$ cat src/rtl/adc_spi_pkg.sv
// adc_spi_pkg: shared types and constants for the adc_spi_resp SPI responder.
//   state_e     - responder frame state (IDLE, SHIFT)
//   FRAME_BITS  - SCLK rises in a valid command frame
//   CHNL_MSB/LSB- command bits carrying the channel address
package adc_spi_pkg;

  typedef enum logic {
    IDLE,
    SHIFT
  } state_e;

  localparam logic [4:0]  FRAME_BITS  = 5'd16;
  localparam logic [4:0]  BIT_CNT_MAX = 5'd17;
  localparam int unsigned CHNL_MSB    = 13;
  localparam int unsigned CHNL_LSB    = 11;
  localparam int unsigned NUM_CHNL    = 8;
  localparam int unsigned VAL_W       = 12;

endpackage

$ cat src/rtl/spi_edge_sync.sv
// spi_edge_sync: two-flop synchronizer for an asynchronous pin, followed by an
// edge register so rise/fall can be flagged for one clk.
//   clk, rst_n - system clock, async active-low reset
//   d_i        - asynchronous pin
//   q_o        - synchronized level
//   rise_o     - one-clk flag: synchronized level went 0->1
//   fall_o     - one-clk flag: synchronized level went 1->0
// RST_VAL is the level all three flops take in reset (the pin's idle level).
module spi_edge_sync #(
  parameter logic RST_VAL = 1'b0
) (
  input  logic clk,
  input  logic rst_n,
  input  logic d_i,
  output logic q_o,
  output logic rise_o,
  output logic fall_o
);

  logic s1_q;
  logic s2_q;
  logic prev_q;

  always_ff @(posedge clk or negedge rst_n) begin
    if (!rst_n) begin
      s1_q   <= RST_VAL;
      s2_q   <= RST_VAL;
      prev_q <= RST_VAL;
    end else begin
      s1_q   <= d_i;
      s2_q   <= s1_q;
      prev_q <= s2_q;
    end
  end

  assign q_o    = s2_q;
  assign rise_o = s2_q & ~prev_q;
  assign fall_o = ~s2_q & prev_q;

endmodule

$ cat src/rtl/adc_spi_resp.sv
// adc_spi_resp: SPI responder standing in for an 8-channel 12-bit ADC.
// A 16-bit command frame latches channel bits [13:11]; the following frame
// shifts out {4'h0, val[channel]} MSB first.
//   clk, rst_n          - system clock, async active-low reset
//   SS_n, SCLK, MOSI    - SPI pins from the master (asynchronous to clk)
//   MISO                - SPI data to the master
//   wr_en/wr_chnnl/wr_data - parallel write into the channel value file
//   cur_chnnl           - channel latched by the last valid frame
//   frm_done / frm_err  - one-clk pulse at the end of a good / bad frame
module adc_spi_resp
  import adc_spi_pkg::*;
#(
  parameter logic [11:0] RST_VAL = 12'h000
) (
  input  logic        clk,
  input  logic        rst_n,
  input  logic        SS_n,
  input  logic        SCLK,
  input  logic        MOSI,
  output logic        MISO,
  input  logic        wr_en,
  input  logic [2:0]  wr_chnnl,
  input  logic [11:0] wr_data,
  output logic [2:0]  cur_chnnl,
  output logic        frm_done,
  output logic        frm_err
);

  logic ss_sync, ss_rise, ss_fall;
  logic sclk_sync, sclk_rise, sclk_fall;
  logic mosi_sync, mosi_rise, mosi_fall;
  logic unused_edges;

  spi_edge_sync #(.RST_VAL(1'b1)) u_ss_sync (
    .clk(clk), .rst_n(rst_n), .d_i(SS_n),
    .q_o(ss_sync), .rise_o(ss_rise), .fall_o(ss_fall)
  );

  spi_edge_sync #(.RST_VAL(1'b1)) u_sclk_sync (
    .clk(clk), .rst_n(rst_n), .d_i(SCLK),
    .q_o(sclk_sync), .rise_o(sclk_rise), .fall_o(sclk_fall)
  );

  spi_edge_sync #(.RST_VAL(1'b0)) u_mosi_sync (
    .clk(clk), .rst_n(rst_n), .d_i(MOSI),
    .q_o(mosi_sync), .rise_o(mosi_rise), .fall_o(mosi_fall)
  );

  assign unused_edges = ^{sclk_sync, mosi_rise, mosi_fall};

  // Channel value file, writable at any time.
  logic [VAL_W-1:0] val_q [NUM_CHNL];

  always_ff @(posedge clk or negedge rst_n) begin
    if (!rst_n) begin
      for (int unsigned i = 0; i < NUM_CHNL; i++) val_q[i] <= RST_VAL;
    end else if (wr_en) begin
      val_q[wr_chnnl] <= wr_data;
    end
  end

  // The SS_n synchronizer resets to "high", so leaving reset with SS_n held
  // low looks like a fall. A frame may only start once SS_n has been seen
  // high after the sync chain has filled, which keeps a reset mid-frame from
  // turning the tail of that frame into a new one.
  logic [1:0] settle_q;
  logic       armed_q;

  always_ff @(posedge clk or negedge rst_n) begin
    if (!rst_n) begin
      settle_q <= '0;
      armed_q  <= 1'b0;
    end else begin
      settle_q <= {settle_q[0], 1'b1};
      armed_q  <= armed_q | (settle_q[1] & ss_sync);
    end
  end

  state_e      state_q, state_d;
  logic [15:0] tx_q, tx_d;
  logic [15:0] rx_q, rx_d;
  logic [4:0]  cnt_q, cnt_d;
  logic [2:0]  cur_q, cur_d;
  logic        done_q, done_d;
  logic        err_q, err_d;
  logic        start;

  assign start = ss_fall & armed_q;

  // State register and frame datapath registers
  always_ff @(posedge clk or negedge rst_n) begin
    if (!rst_n) begin
      state_q <= IDLE;
      tx_q    <= '0;
      rx_q    <= '0;
      cnt_q   <= '0;
      cur_q   <= '0;
      done_q  <= 1'b0;
      err_q   <= 1'b0;
    end else begin
      state_q <= state_d;
      tx_q    <= tx_d;
      rx_q    <= rx_d;
      cnt_q   <= cnt_d;
      cur_q   <= cur_d;
      done_q  <= done_d;
      err_q   <= err_d;
    end
  end

  // Next-state logic
  always_comb begin
    state_d = state_q;
    case (state_q)
      IDLE:    if (start)   state_d = SHIFT;
      SHIFT:   if (ss_rise) state_d = IDLE;
      default: state_d = IDLE;
    endcase
  end

  // Output / datapath logic
  always_comb begin
    tx_d   = tx_q;
    rx_d   = rx_q;
    cnt_d  = cnt_q;
    cur_d  = cur_q;
    done_d = 1'b0;
    err_d  = 1'b0;
    case (state_q)
      IDLE: begin
        if (start) begin
          tx_d  = {4'h0, val_q[cur_q]};
          rx_d  = '0;
          cnt_d = '0;
        end
      end
      SHIFT: begin
        if (ss_rise) begin
          if (cnt_q == FRAME_BITS) begin
            cur_d  = rx_q[CHNL_MSB:CHNL_LSB];
            done_d = 1'b1;
          end else begin
            err_d = 1'b1;
          end
        end else if (sclk_rise) begin
          rx_d = {rx_q[14:0], mosi_sync};
          if (cnt_q != BIT_CNT_MAX) cnt_d = cnt_q + 5'd1;
        end else if (sclk_fall && (cnt_q != 5'd0)) begin
          // The fall before the first rise only opens the frame; bit 15 is
          // already on MISO from the load.
          tx_d = {tx_q[14:0], 1'b0};
        end
      end
      default: ;
    endcase
  end

  assign MISO      = tx_q[15];
  assign cur_chnnl = cur_q;
  assign frm_done  = done_q;
  assign frm_err   = err_q;

endmodule

$ cat config.mk
export PLATFORM = sky130hd
export DESIGN_NAME = adc_spi_resp
export DESIGN_NICKNAME = d
export VERILOG_FILES = /design/src/rtl/adc_spi_pkg.sv /design/src/rtl/spi_edge_sync.sv /design/src/rtl/adc_spi_resp.sv
export SDC_FILE = /design/constraint.sdc
export NUM_CORES = 1
export LEC_CHECK = 0
export BUFFER_PORTS_ARGS = -buffer_cell sky130_fd_sc_hd__buf_2
export CAP_MARGIN = 0
export CORE_MARGIN = 2
export CORE_UTILIZATION = 46
export CTS_BUF_LIST = sky130_fd_sc_hd__clkbuf_16
export CTS_CLUSTER_DIAMETER = 150
export DETAILED_ROUTE_END_ITERATION = 10
export PLACE_DENSITY = 0.65
export RECOVER_POWER = 50
export SYNTH_ARGS = -nofsm -noshare
export SYNTH_HDL_FRONTEND = slang
export SYNTH_SLANG_ARGS = --single-unit
$ cat constraint.sdc
create_clock -name clk -period 1.68 [get_ports clk]
set_clock_uncertainty 0.05 [all_clocks]
set_input_delay 0.168 -clock clk [delete_from_list [all_inputs] [get_ports clk]]
set_output_delay 0.168 -clock clk [all_outputs]
set_load 0.01 [all_outputs]
==> impl_metrics.json <==
{
  "start_util_pct": 46.72,
  "ant_nets": 0,
  "finalWorstSetupSlack_ps": -92.08,
  "grt_first_pass_wirelength_mm": 21.35,
  "avgSynthCellArea_sq_um": 14.80,
  "swShare_pct": 25.71,
  "status": "complete, but fails checks",
  "synth-async-reset-ratio_pct": 100.0,
  "place_congestion": 0.7786,
  "cts.sinks": 148,
  "final-setup-viol-count": 17,
  "die_height_um": 122.0,
  "layout_common_cells": "dfrtp_1 (142), mux2_2 (98), nand2_1 (39), buf_4 (26), buf_2 (25)",
  "num_rows": 43,
  "seqPwrFrac_pct": 47.2,
  "grt_overflow": 0,
  "fin_util_pct": 56.06,
  "crit_fanout": 6,
  "num-nets-final": 523,
  "regToRegSetupSlack_ps": -90,
  "worst_pin_slew_ps": 1122,
  "io_buffers": 26,
  "final_cells": 692,
  "timing.final.hold_violations": 0,
  "r2r_end": "tx_q[2]",
  "violations": "setup timing",
  "cp_data_arrival_time_ps": 2030,
  "hold_start": "wr_data[9]",
  "critPathKind": "reg2reg",
  "syn_inst": 433,
  "leakage_uw": 0.003215,
  "drv_cap": 0,
  "grt_usage_pct": 19.41,
  "ios": 27,
  "hold_path_class": "in2reg",
  "antenna_cells": 0,
  "cts_tree": "done",
  "avgViaCountPerCell": 5.565,
  "ys_types": 47,
  "antenna_found_initial": 0,
  "max_freq_mhz": 564.3,
  "routedWlPerCell_um": 18.90,
  "firstDrtPassIters": 6,
  "dp_cells": 650,
  "slew_viol_final": 0,
  "layout_commonest_cell": "dfrtp_1",
  "rr_worst_depth": 6,
  "reg2reg_from": "cnt_q[0]",
  "syn_nets": 457,
  "min_period_over_period_pct": 105.5,
  "grt_max_degree": 49,
  "die_w_um": 122.0,
  "yosys_warnings": 0,
  "synthFlopType": "dfrtp_1",
  "drtIter0Drc": 270,
  "power_frac_comb_pct": 17.7,
  "min_period_ps": 1772,
  "die-area_sq_mm": 0.01490,
  "clk_latency_ps": 420,
  "end_kind": "flip-flop",
  "drive_gt1_share_pct": 46.48,
  "min_to": "val_q[21]",
  "vias": 3851,
  "syn2layout_area_growth_pct": 19.99,
  "cts_made_buffers": 17,
  "core_sq_mm": 0.01372,
  "design_area_sq_mm": 0.007691,
  "syn-cell-area_sq_mm": 0.006410,
  "dpl_cell_area_sq_mm": 0.007037,
  "p_per_area_mw_per_mm2": 1285,
  "yosysSeqAreaShare_pct": 57.90,
  "clockRootBuffer": "clkbuf_16",
  "rsz0062_at_grt": "yes",
  "grt_pass1_vias": 4051,
  "p_sw_uw": 2541,
  "cts.path.max_buffers": 2,
  "fill_cells": 1093,
  "ys_ff_latch": 148,
  "relSlewSlack_pct": 25.19,
  "drt_wl_total_mm": 13.08,
  "htreeDepth": 4,
  "finalPower_uw": 9885,
  "synth_edf_count": 0,
  "internal_power_uw": 7344,
  "ir_worst_vdd_mv": 0.7894,
  "critPathRequiredTime_ps": 1930,
  "clockPowerShare_pct": 35.0,
  "holdPathStages": 2,
  "startpoint_type": "flip-flop",
  "drc": 0,
  "dp_slack_ps": -125.0,
  "cts.clk_slew.worst_paths_ps": 60,
  "hpwl_mm": 8.283
}
## cell type report
cell class,count,area [sq um],area share [%]
clock buffers,17,425.4,5.531
clock inverters,15,120.1,1.562
inverters,5,18.77,0.2440
multi-input cells,256,2643,34.36
flip-flops and latches,148,3711,48.25
well taps,180,225.2,2.928
repair buffers,71,548.0,7.125
## cells in the mapped netlist, drive strengths merged (5+ instances only)
cell / n / area [sq um]
dfrtp: 142 / 3553
inv: 5 / 18.76
nand2: 39 / 146.4
dfstp: 6 / 157.7
o221a: 11 / 123.9
o22a: 11 / 96.34
mux4: 24 / 540.5
mux2: 99 / 1115
buf: 21 / 132.6
nand3: 10 / 55.05
o21ai: 14 / 70.06
nand4: 7 / 43.79
## critical path, cell delays in order (launching register included)
cell,delay (ps)
dfrtp_1,390
inv_2,80
ha_4,130
or4b_4,480
nand3b_4,140
a21oi_4,100
o221a_2,290
## layer usage
layer / track usage, % / vias to the layer above / routed length [um]
li1: - / 1753 / -
met1: 25.16 / 2027 / 5966
met2: 31.49 / 54 / 6463
met3: 4.822 / 17 / 442
met4: 7.759 / 0 / 204
met5: 0 / - / 0
## power by group through the flow
stage	Clock [uW]	Combinational [uW]	Sequential, uW
final	3460	1750	4670
after global routing	3720	1910	4750
after CTS	3560	1710	4660
after detailed placement	0	1650	4720
after global placement	0	1570	4670
after floorplan	0	1160	4590
## per-stage QoR
| stage | TNS [ps] | hold WS [ps] |
|---|---|---|
| finish | -987.2 | 17.24 |
| global route | -2185 | 26.32 |
| floorplan | -975.1 | -177.6 |
| CTS | -974.5 | 1.693 |
| detailed placement | -1455 | 90.47 |
| global placement | -972.0 | 82.83 |
## cells by family after synthesis
family,after synthesis,synth area share (%)
other,1,0.05850
AOI/OAI and AO/OA,47,6.110
and+or+nand+nor,77,6.324
adders and majority gates,3,0.5857
xor gates and xnor gates,1,0.1367
DFF,148,57.90
buffers and inverters,30,2.596
muxes,126,26.29
## state kept, by name, indices dropped and copies added (netlist names), 2 cells and up
signal and count:
cnt_q 5, cur_chnnl 3, rx_q 14, settle_q 2
val_q 96, tx_q 16
## what timing repair did
item	CTS	global route
endpoints found under the setup margin	18	35
hold buffers	4	0
buffers inserted	2	2
resized for setup	2	12
hold endpoints to repair	47	0
cloned	1	1
pin swaps	2	5
## worst max-delay path by stage
| stage | from | end | slack, ps | depth (start not counted) |
|---|---|---|---|---|
| after CTS | cnt_q[1] | tx_q[14] | -70 | 7 |
| after detailed placement | cnt_q[1] | tx_q[11] | -130 | 6 |
| after floorplan | cnt_q[0] | tx_q[10] | -100 | 7 |
| final | cnt_q[0] | tx_q[2] | -90 | 6 |
| after global routing | cnt_q[0] | tx_q[12] | -130 | 7 |
| after global placement | cnt_q[1] | tx_q[1] | -80 | 6 |
No activity file was read; power rests on OpenSTA's default activity.
